$ cat config.mk
export PLATFORM = sky130hd
export DESIGN_NAME = pc_fetch
export DESIGN_NICKNAME = d
export VERILOG_FILES = /design/src/rtl/pc_fetch.sv
export SDC_FILE = /design/constraint.sdc
export NUM_CORES = 1
export LEC_CHECK = 0
export CORE_MARGIN = 10
export CORE_UTILIZATION = 46
export DETAILED_ROUTE_END_ITERATION = 10
export GPL_TIMING_DRIVEN = 0
export PLACE_DENSITY = 0.8
export RECOVER_POWER = 25
export SETUP_SLACK_MARGIN = 0.1
export SYNTH_ARGS = -nofsm -noshare
export SYNTH_HDL_FRONTEND = slang
export SYNTH_SLANG_ARGS = --single-unit
export TNS_END_PERCENT = 1
$ cat constraint.sdc
create_clock -name clk -period 5.5 [get_ports clk]
set_input_delay 0.55 -clock clk [delete_from_list [all_inputs] [get_ports clk]]
set_output_delay 0.55 -clock clk [all_outputs]
set_load 0.01 [all_outputs]
$ cat src/rtl/pc_fetch.sv
// Fetch-stage controller: owns the PC, registers fetched instructions and applies
// stall/halt/jump/branch requests. Optional macro FETCH_ALIGN_TRAP_EN adds the TRAP state.
module pc_fetch #(
    parameter logic [31:0] RESET_PC = 32'h0000_0000
) (
    input  logic        clk,
    input  logic        reset,
    input  logic        stall,
    input  logic        branch_taken,
    input  logic [31:0] branch_offset,
    input  logic        jump,
    input  logic [25:0] jump_index,
    input  logic        halt,
    input  logic [31:0] instruction,
    output logic [31:0] read_addr,
    output logic [31:0] instr_out,
    output logic [31:0] pc_out,
    output logic [31:0] pc_plus4,
    output logic        instr_valid,
`ifdef FETCH_ALIGN_TRAP_EN
    output logic        misalign,
`endif
    output logic        halted
);

    localparam logic [1:0] ST_BOOT = 2'd0;
    localparam logic [1:0] ST_RUN  = 2'd1;
    localparam logic [1:0] ST_HALT = 2'd2;
    localparam logic [1:0] ST_TRAP = 2'd3;

    logic [1:0]  state_q, state_d;
    logic [31:0] pc_q, pc_d;
    logic [31:0] instr_q, instr_d;
    logic [31:0] pc_out_q, pc_out_d;
    logic        valid_q, valid_d;
    logic        halted_q, halted_d;
    logic        misalign_q, misalign_d;

    logic [31:0] pc_plus4_s;
    logic [31:0] jump_tgt_s;
    logic [31:0] branch_tgt_s;
    logic [31:0] redir_tgt_s;
    logic        redir_s;

    assign pc_plus4_s   = pc_out_q + 32'd4;
    assign jump_tgt_s   = {pc_plus4_s[31:28], jump_index, 2'b00};
    assign branch_tgt_s = pc_plus4_s + (branch_offset << 2);
    assign redir_tgt_s  = jump ? jump_tgt_s : branch_tgt_s;
    assign redir_s      = jump | branch_taken;

    // Next-state logic; redirects and halt only count when instr_out is valid.
    always_comb begin
        state_d    = state_q;
        pc_d       = pc_q;
        instr_d    = instr_q;
        pc_out_d   = pc_out_q;
        valid_d    = valid_q;
        halted_d   = halted_q;
        misalign_d = misalign_q;
        case (state_q)
            ST_BOOT, ST_RUN: begin
                if (stall) begin
                    state_d = state_q;
                end else if ((state_q == ST_RUN) && valid_q && halt) begin
                    state_d  = ST_HALT;
                    valid_d  = 1'b0;
                    halted_d = 1'b1;
                end else if ((state_q == ST_RUN) && valid_q && redir_s) begin
                    valid_d = 1'b0;
`ifdef FETCH_ALIGN_TRAP_EN
                    if (redir_tgt_s[1:0] != 2'b00) begin
                        state_d    = ST_TRAP;
                        misalign_d = 1'b1;
                    end else begin
                        pc_d = redir_tgt_s;
                    end
`else
                    pc_d = redir_tgt_s & 32'hFFFF_FFFC;
`endif
                end else begin
                    state_d  = ST_RUN;
                    instr_d  = instruction;
                    pc_out_d = pc_q;
                    pc_d     = pc_q + 32'd4;
                    valid_d  = 1'b1;
                end
            end
            ST_HALT: valid_d = 1'b0;
            ST_TRAP: valid_d = 1'b0;
            default: state_d = ST_BOOT;
        endcase
    end

    // State registers with asynchronous reset.
    always_ff @(posedge clk or posedge reset) begin
        if (reset) begin
            state_q    <= ST_BOOT;
            pc_q       <= RESET_PC;
            instr_q    <= 32'd0;
            pc_out_q   <= 32'd0;
            valid_q    <= 1'b0;
            halted_q   <= 1'b0;
            misalign_q <= 1'b0;
        end else begin
            state_q    <= state_d;
            pc_q       <= pc_d;
            instr_q    <= instr_d;
            pc_out_q   <= pc_out_d;
            valid_q    <= valid_d;
            halted_q   <= halted_d;
            misalign_q <= misalign_d;
        end
    end

    assign read_addr   = pc_q;
    assign instr_out   = instr_q;
    assign pc_out      = pc_out_q;
    assign pc_plus4    = pc_plus4_s;
    assign instr_valid = valid_q;
    assign halted      = halted_q;
`ifdef FETCH_ALIGN_TRAP_EN
    assign misalign    = misalign_q;
`else
    logic unused_s;
    assign unused_s = misalign_q;
`endif

endmodule

==> summary.txt <==
Run status
  • Outcome: complete, but fails checks
  • Violated checks: max-capacitance violations, max-slew violations

Floorplan
  • Starting Density: 46.89%
  • Die Ht: approximately 140 um
  • I/O pin count: 226
  • Core Region: 14480 sq um
  • FP Rows: 44
  • Die X: between 100 and 150 um
  • Die area: ~20000 sq um

CTS
  • Post-CTS Setup Inserts: 0
  • CTS tree: done
  • Total CTS buffers: 9
  • Worst skew pair latency: roughly 0.35 ns
  • Hold buffers post-CTS: 0
  • Clock slew at reported path FFs: roughly 0.07 ns
  • Post-cts resize count: 0
  • Clock buffer depth: 2
  • H-tree levels: 3
  • Sink Count: 96
  • Clk root buf: clkbuf_16

Power and ir drop
  • Cell leakage power: 3.977 nW
  • Maximum VDD drop: 0.0003377 V
  • Sequential Power Share: 27.6%
  • Cell Int Power: approximately 0.0030 W
  • Sw Share: 43.30%
  • Pwr/cell area: roughly 560 nW/um^2
  • Net switching power: around 0.0023 W
  • Combinational fraction of design power: 59.2%
  • Clk pwr share: between 10% and 20%

Cells and area
  • Commonest non-fill, non-tap cells in the layout: clkdlybuf4s50_1 (214), dfrtp_1 (96), nand2_1 (63), mux2_2 (56), o21ai_0 (50)
  • ANT cells: 0
  • Final #Nets: approximately 1100
  • Filler instances: between 1000 and 1500
  • Most common cell after layout, fill and taps aside: clkdlybuf4s50_1
  • Layout cell share with drive strength beyond 1: 9.938%
  • Layout area overhead: 40.49%
  • Layout Cells excl Fill: around 1200

Drt
  • DR iter-0 viols: roughly 660
  • Antenna viol nets, final: 0
  • Wire length per cell: roughly 22 um
  • Vias: a little under 7000
  • Drt pass-1 iters: 6
  • Drt total wl: 25230 um
  • Vias per cell: about 6
  • # DRC: 0

Synth
  • Cells after synthesis: 728
  • Syn Std Cell Area: roughly 6800 sq um
  • Avg Synthesized Cell Area: 9.326 sq um
  • Synth cell types: between 70 and 80
  • Sequential share of the synthesized area: between 30 and 40%
  • Ys flop type: dfrtp_1
  • Number of synthesized flops with an enable pin: 0
  • Async S/R FF share, synth: 100.0%
  • Ys Warns: 0
  • Synth Register Bits: 96

Timing
  • Final Hold Viols: 0
  • Final Cycle Share: 86.52%
  • Worst Skew: between 0.007 and 0.008 ns
  • TNS Setup: 0 ns
  • Tmin final: 4.759 ns
  • Fmax: ~210 MHz
  • Worst Tran Pin Value: 2.599 ns
  • RSZ-0062 raised after global routing: no
  • Fin. max-slew vios: around 100
  • Slew HR: -73.29%
  • Setup violators final: 0

Placement
  • DP HPWL: roughly 20000 um
  • Port Buffers: 216
  • Final GP Congestion: around 0.98
  • Cells after DPL: about 1100

Global route
  • First-pass GRT wire length: roughly 39000 um
  • Largest net degree at the start of global routing: 54
  • Vias in the first global route: slightly below 7000
  • Tot GR Track Use: about a quarter
  • Total grt overflow: 0
  • Antenna violations before repair: 0

Job
  • MaxCap Viol Count: 2

Hold path
  • Hold Crit Class: flop to flop

Critical path
  • CP Capture Type: flop
  • Worst path slowest cell: nor3_1
  • Max stage delay on crit path: around 0.85 ns
  • Crit path cell chain: and4_1 -> nand4_1 -> nor3_1 -> nand3_1 -> xnor2_1 -> ha_1 -> clkbuf_1 -> a21oi_2 -> o211ai_1 -> a2111oi_0 -> nand3_1 -> and2_1 -> o211ai_1 -> nand3_1 -> nor3b_1
  • Most frequent CP cell: nand3_1
  • Startpoint Class: flop
  • Critical setup path kind: flop to flop
  • Critical Path Fanout Max: 7
  • Data required time of the critical path: 5.73 ns
  • Arr. time, crit path: 4.99 ns
==> cells by family after synthesis <==
family	synth area share, %
other	0.05524
xor gates and xnor gates	7.224
muxes	10.32
DFF	35.39
and+or+nand+nor	18.28
buffers and inverters	3.391
AOI/OAI and AO/OA	18.60
adders and majority gates	6.745
==> synthesized netlist by cell type, types with 6 or more instances <==
cell type,number,area [sq um]
xor2_1,23,201.4
o21ai_0,50,250.2
nand2_1,63,236.5
a21oi_1,49,245.2
a21o_1,19,142.6
nand3_1,26,130.1
o211ai_1,10,75.07
nor3_1,13,65.06
ha_1,35,437.9
buf_4,6,45.04
mux2_2,56,630.6
xnor2_1,33,289.0
nand4_1,24,150.1
and3_1,17,106.4
nor2_1,39,146.4
mux2i_1,7,70.07
dfrtp_1,96,2402
or3_1,12,75.07
clkbuf_1,29,108.9
nor2b_1,6,37.54
inv_1,18,67.56
==> flip-flops by register name, summed over array words and instances (netlist names) <==
name,flops
instr_valid,1
state_q,2
instr_out,32
pc_out,30
halted,1
read_addr,30
==> cell type report <==
type                    instances  area, sq um  share of cell area (%)
well taps                     184        230.2                   2.414
clock buffers                  10        229.0                   2.401
plain buffers                  37        162.7                   1.705
multi-input cells             582         4175                   43.78
clock inverters                 6        97.59                   1.023
inverters                      18        68.82                  0.7215
flip-flops and latches         96         2402                   25.19
repair buffers                217         2172                   22.77
==> through the flow <==
step,worst slack [ns],area [sq um],power (W),hold WS [ns],util [%]
2_1_floorplan,1.759,6808,0.003070,0.4829,-
3_3_place_gp,0.8661,9200,0.004563,0.4558,63.54
3_5_place_dp,0.9445,9230,0.004627,0.4552,63.75
4_1_cts,0.8964,9557,0.005355,0.4741,66.00
5_1_grt,0.2873,9538,0.005688,0.5239,65.87
6_report,0.7412,9538,0.005378,0.4705,65.87
==> metal layers <==
layer  up-vias  routed length [um]  track usage [%]
li1       3146                   -                -
met1      3293               10050            30.59
met2       401               11800            38.32
met3        50                2674            7.076
met4         0                 699            8.714
met5         -                   0                0
==> power groups by stage <==
stage                     Sequential, W  Clock [W]  Combinational [W]
after floorplan                 0.00152          0            0.00155
after detailed placement        0.00148          0            0.00315
after global routing            0.00153   0.000733            0.00343
after global placement          0.00146          0            0.00310
final                           0.00149   0.000706            0.00319
after CTS                       0.00147   0.000709            0.00318
==> final timing paths <==
check / slack, ns / endpoint / cells after the start / start
max: 0.74 / read_addr[31]$_DFFE_PP0P_ / 15 / pc_out[5]$_DFFE_PP0P_
min: 0.47 / halted$_DFFE_PP0P_ / 1 / halted$_DFFE_PP0P_
max reg2reg: 0.74 / read_addr[31]$_DFFE_PP0P_ / 15 / pc_out[5]$_DFFE_PP0P_
min reg2reg: 0.47 / halted$_DFFE_PP0P_ / 1 / halted$_DFFE_PP0P_
max in group asynchronous: 1.00 / pc_out[28]$_DFFE_PP0P_ / 3 / reset
min in group asynchronous: 1.12 / instr_out[14]$_DFFE_PP0P_ / 2 / reset
==> critical path: cells and delay by family, from the launching register on <==
family | cells | cell delay [ns]
AND/OR/NAND/NOR | 8 | 2.31
AO/OA/AOI/OAI | 4 | 1.11
flip-flops | 1 | 0.50
adder cells (fa/ha/maj) | 1 | 0.26
XOR/XNOR | 1 | 0.24
buffers and inverters | 1 | 0.20
(Power assumes the default switching activity.)
